<file path="src/rtl/timer_counter.sv">
// Memory-mapped down-counting timer with CTRL/PRESET/COUNT registers and a maskable irq.
// A bus write to CTRL/PRESET overrides FSM updates on the same edge, except the irq_flag set.
module timer_counter (
  input  logic        clk,
  input  logic        reset,
  input  logic [31:0] addr,
  input  logic        we,
  input  logic [3:0]  byteen,
  input  logic [31:0] wdata,
  output logic [31:0] rdata,
  output logic        irq
);
  typedef enum logic [1:0] {IDLE, LOAD, CNT, INT} state_e;

  state_e      state_q, state_d;
  logic [3:0]  ctrl_q, ctrl_d;
  logic [31:0] preset_q, preset_d;
  logic [31:0] count_q, count_d;
  logic        flag_q, flag_d;
  logic        flag_set;
  logic [31:0] wmask;
  logic        wr_ctrl, wr_preset;
  logic        en, auto_reload;
  logic        unused_addr;

  assign unused_addr = ^{addr[31:4], addr[1:0]};
  assign en          = ctrl_q[0];
  assign auto_reload = (ctrl_q[2:1] == 2'b01);
  assign wr_ctrl     = we && (|byteen) && (addr[3:2] == 2'b00);
  assign wr_preset   = we && (|byteen) && (addr[3:2] == 2'b01);

  always_comb begin
    for (int i = 0; i < 4; i++) wmask[8*i +: 8] = {8{byteen[i]}};
  end

  always_comb begin
    state_d  = state_q;
    ctrl_d   = ctrl_q;
    preset_d = preset_q;
    count_d  = count_q;
    flag_d   = flag_q;
    flag_set = 1'b0;
    case (state_q)
      IDLE: if (en) state_d = LOAD;
      LOAD: begin
        count_d = preset_q;
        state_d = CNT;
      end
      CNT: begin
        if (!en) begin
          state_d = IDLE;
        end else if (count_q > 32'd1) begin
          count_d = count_q - 32'd1;
        end else begin
          // PRESET=0 also lands here, so it behaves like PRESET=1
          count_d  = '0;
          flag_set = 1'b1;
          state_d  = INT;
        end
      end
      INT: begin
        if (auto_reload) flag_d = 1'b0;
        else             ctrl_d[0] = 1'b0;
        state_d = IDLE;
      end
      default: state_d = IDLE;
    endcase
    if (wr_ctrl) begin
      ctrl_d = (ctrl_d & ~wmask[3:0]) | (wdata[3:0] & wmask[3:0]);
      flag_d = 1'b0;
    end
    if (wr_preset) begin
      preset_d = (preset_q & ~wmask) | (wdata & wmask);
      flag_d   = 1'b0;
    end
    if (flag_set) flag_d = 1'b1;
  end

  always_ff @(posedge clk or negedge reset) begin
    if (!reset) begin
      state_q  <= IDLE;
      ctrl_q   <= '0;
      preset_q <= '0;
      count_q  <= '0;
      flag_q   <= 1'b0;
    end else begin
      state_q  <= state_d;
      ctrl_q   <= ctrl_d;
      preset_q <= preset_d;
      count_q  <= count_d;
      flag_q   <= flag_d;
    end
  end

  always_comb begin
    case (addr[3:2])
      2'b00:   rdata = {28'd0, ctrl_q};
      2'b01:   rdata = preset_q;
      2'b10:   rdata = count_q;
      default: rdata = '0;
    endcase
  end

  assign irq = flag_q & ctrl_q[3];
endmodule

</file>
<file path="config.mk">
export PLATFORM = sky130hd
export DESIGN_NAME = timer_counter
export DESIGN_NICKNAME = d
export VERILOG_FILES = /design/src/rtl/timer_counter.sv
export SDC_FILE = /design/constraint.sdc
export NUM_CORES = 1
export LEC_CHECK = 0
export ABC_AREA = 0
export BUFFER_PORTS_ARGS = -buffer_cell sky130_fd_sc_hd__buf_2
export CAP_MARGIN = 20
export CORE_UTILIZATION = 25
export DETAILED_ROUTE_END_ITERATION = 16
export HOLD_SLACK_MARGIN = 0.1
export PLACE_DENSITY = 0.48
export SLEW_MARGIN = 20
export SYNTH_ARGS = -nofsm -noshare
export SYNTH_HDL_FRONTEND = slang
export SYNTH_SLANG_ARGS = --single-unit
</file>
<file path="constraint.sdc">
create_clock -name clk -period 2.5 [get_ports clk]
set_input_delay 0.5 -clock clk [delete_from_list [all_inputs] [get_ports clk]]
set_output_delay 0.5 -clock clk [all_outputs]
set_load 0.05 [all_outputs]
</file>
# Word-level counts from Yosys, hierarchy flattened
# Index checks and enable logic that the tools add are counted.
# totals
ff_bits	71
in_bits	71
out_inout_bits	33
word_cells	57
# classes
add_sub_neg	1
magnitude_cmp	1
n_eq_ne	9
n_mux	19
bitwise	9
reduce_logical	12
# op_table
op	n
$pmux W32 S3	1
$and A32 B32 Y32	2
$mux W32	2
$pmux W32 S2	1
$gt A32 B1 Y1 const B	1
$not A32 Y32	1
$or A32 B32 Y32	1
$sub A32 B1 Y32 const B	1
$mux W1	11
$and A4 B4 Y4	2
$pmux W2 S4	1
$reduce_bool A4 Y1	2
$eq A2 B1 Y1 const B	3
$eq A2 B2 Y1 const B	3
$mux W2	3
$reduce_and A2 Y1	3
$logic_not A2 Y1	2
$ne A2 B2 Y1 const B	2
$not A4 Y4	1
$or A4 B4 Y4	1
$reduce_or A4 Y1	1
$logic_and A1 B1 Y1	3
$ne A3 B3 Y1 const B	1
$reduce_bool A2 Y1	1
$and A1 B1 Y1	1

# Longest topological paths before layout
# depth
ltp_word	6
ltp_mapped	7
mapped_depth_nobuf	7

# Worst setup path after synthesis
# OpenSTA, ideal clock, no wires.
# synth_timing
path_type	input-to-output
start	input addr[3]
end	output rdata[10]
arrival_time_ns	1.982
t_required_ns	2.000
setup_slack_ns	0.018
path_stages	5
path_buffers	3
cell_sequence	clkbuf_1 > nor2b_1 > clkbuf_1 > buf_1 > a22o_1
# synth_between
elab_chain_cells	2
word_cells_on_any_way	4
cone_classes	eq/ne: 2; mux: 1; reduce/logical: 1
# synth_lines
element	line	rtl
start, declared	6	input logic [31:0] addr,
$eq A2 B2 Y1 (tied with other cells)	96	case (addr[3:2])
$pmux W32 S3 (*)	96	
end, declared	10	output logic [31:0] rdata,
# Every way passes the cells marked *; elsewhere a longest branch is shown, timed or not.

# Final worst setup path
# layout_timing
start	register count_q[18]
end	register count_q[6]
# layout_between
elab_chain_cells	4
# layout_lines
element	line	rtl
start, declared	18	logic [31:0] count_q, count_d;
start signal, assigned	90	count_q <= count_d;
$gt A32 B1 Y1	52	end else if (count_q > 32'd1) begin
$mux W32	52	
$mux W32	50	if (!en) begin
$pmux W32 S2	43	case (state_q)
# No other way between the ends. The select of a mux whose other input is x is not followed.
# A chain may end at the register's enable or synchronous reset.

==> out/qor.yml <==
pwr:
  power.static_leakage_nw: 2.21
  power_density_mw_per_mm2: 1130
  ir_worst_vdd_v: 0.000435
final_layout:
  finalNetCount: 561
  drive_gt1_frac: 0.336
  n_antenna_cell: 0
  syn_to_final_growth_pct: 26.0
yosys:
  ys_warn_count: 0
  yosysSeqAreaShare: 0.438
  synth_area_leaders: "dfrtp_1 (44%), mux2_2 (9.7%), a22o_1 (6.7%)"
  netlist_area_sq_mm: 0.00406
  yosysMostFrequentCell: "dfrtp_1"
  syn_nets: 476
  synthFlopType: "dfrtp_1"
  yosys.area.top_type: "dfrtp_1"
  synth_edf_count: 0
  synth_top_area_frac: 0.438
  avgSynthCellArea_sq_um: 10.1
  synth_cells: 403
  synth.top_cells.by_count: "dfrtp_1 (71), mux2_2 (35), a22o_1 (31), nand2_1 (27), nand3_1 (26)"
  ys_ff_latch: 71
  synth.distinct_cells: 55
  synth-async-reset-ratio: 1.00
cts:
  cts_buffers: 9
  clk_latency_ps: 330
  post_cts_resized: 0
  cts_tree: "built"
  post_cts_buffers: 0
  clock_sinks: 71
  root_buffer: "clkbuf_16"
  path_clk_slew_ps: 60
  clockBufferDepth: 2
  htree_levels: 3
  cts_hold_buf: 0
sta:
  hold_viol: 0
  fin_crit_ps: 2300
  fin_worst_skew_ps: 7.61
  setup-tns-final_ps: 0
  fin_hold_ws_ps: 193
  rsz0062_at_grt: "false"
  finalSetupViolCount: 0
  worstMarginPinSlew_ps: 585
  post-route-period-util: 0.921
  fmax_mhz: 434
  relSlewSlack: 0.609
  slew_viol_final: 0
routing:
  drtIter0Drc: 208
  wl_mm: 12.7
  wl_per_cell_microns: 17.9
  drc_errors: 0
  via_per_inst: 5.11
  vias: 3612
  dr.pass1.iters: 4
  ant_nets: 0
global_routing:
  grt_pass1_wl_mm: 20.7
  antenna_found_initial: 0
  grt_pass1_vias: 3771
  grt_max_degree: 72
  track_usage: 0.162
  grt-ovfl-total: 0
flow_run:
  drv_cap: 0
floorplan:
  row_count: 46
  die_y_microns: 129
  die_w_microns: 129
  die-area_sq_mm: 0.0167
  core_area_sq_mm: 0.0159
  start_util: 0.255
  io_pins: 104
worst_setup_path:
  required_ps: 2680
  critPathMaxFanout: 9
  crit_path_end_kind: "flop"
  worstPathArrival_ps: 2480
  startpoint_type: "flop"
  worstSetupPathType: "flop to flop"
place:
  io_buffers: 73
  hpwlAfterDp_mm: 9.05
  gp_congestion: 0.811
run_status:
  status: "complete, no violations"
worst_hold_path:
  worstHoldPathType: "input pin to async pin"
==> cell type report <==
class / count / area, sq um
tap: 216 / 270
timing repair buffer: 106 / 651
multi-input combinational: 294 / 2110
fill: 1692 / 10800
sequential: 71 / 1780
inverter: 6 / 22.5
clock buffer: 14 / 284
==> layout by cell type, fill, tap and decap left out, types with 3 or more instances in the layout <==
cell,count
o21ai_0,15
nor4_1,7
nor2b_2,3
nor2_1,16
nand3_1,26
o211ai_1,11
a22oi_1,19
a22o_1,31
and3_1,4
a31oi_1,4
a21oi_1,6
o311ai_0,5
or3_1,7
clkbuf_16,9
dfrtp_1,71
or4_1,5
inv_1,6
nand2b_1,6
nor3_1,10
mux2i_1,5
mux2_2,35
nand4_1,8
nand2_1,27
o311ai_1,3
clkbuf_8,4
buf_12,3
buf_4,30
buf_2,73
==> per-stage QoR <==
stage / instance area (sq um) / power [mW] / util / setup slack, ps / instances
after detailed placement: 4820 / 4.56 / 0.304 / 116 / 693
after global routing: 5110 / 6.18 / 0.322 / 40.8 / 707
final: 5110 / 5.79 / 0.322 / 198 / 707
after global placement: 4820 / 4.51 / 0.304 / 167 / 693
after CTS: 5110 / 5.81 / 0.322 / 96.3 / 707
after floorplan: 4060 / 3.75 / - / 18.2 / 403
==> worst max-delay path, cell delays in order (launching register included) <==
cell      delay (ps)
dfrtp_1          420
nor4_1           400
nand4_1          210
or4_4            670
nand2_2          160
buf_4            150
o311ai_0         130
==> cells by family after synthesis <==
logic type | Yosys count | share of synthesized area
flip-flops | 71 | 0.438
adder cells (fa/ha/maj) | 2 | 0.00617
AND/OR/NAND/NOR | 141 | 0.194
AO/OA/AOI/OAI | 111 | 0.207
multiplexers | 40 | 0.109
buffers and inverters | 38 | 0.0463
==> worst paths after layout <==
check                            start           to  slack (ps)  cells past startpoint
max in group asynchronous        reset    async pin        1980                      2
max reg2reg                count_q[18]   count_q[6]         200                      6
min reg2reg                       flop  count_q[10]         510                      2
max                        count_q[18]   count_q[6]         200                      6
min                              reset    async pin         190                      2
min in group clk              wdata[0]    ctrl_q[0]         390                      3
==> routing by layer <==
layer	up-vias	wire (microns)	track usage
met5	-	0	0
met1	1785	6300	0.224
met3	8	492	0.0347
li1	1743	-	-
met4	0	106	0.0353
met2	76	5770	0.258
==> power by group <==
group | internal (mW) | switching (mW) | leakage (nW)
clock network | 0.770 | 0.469 | 0.141
registers | 1.57 | 0.506 | 0.861
logic | 1.01 | 1.47 | 1.21
total | 3.34 | 2.45 | 2.21
Note: power is estimated with default switching activity, not from simulation.
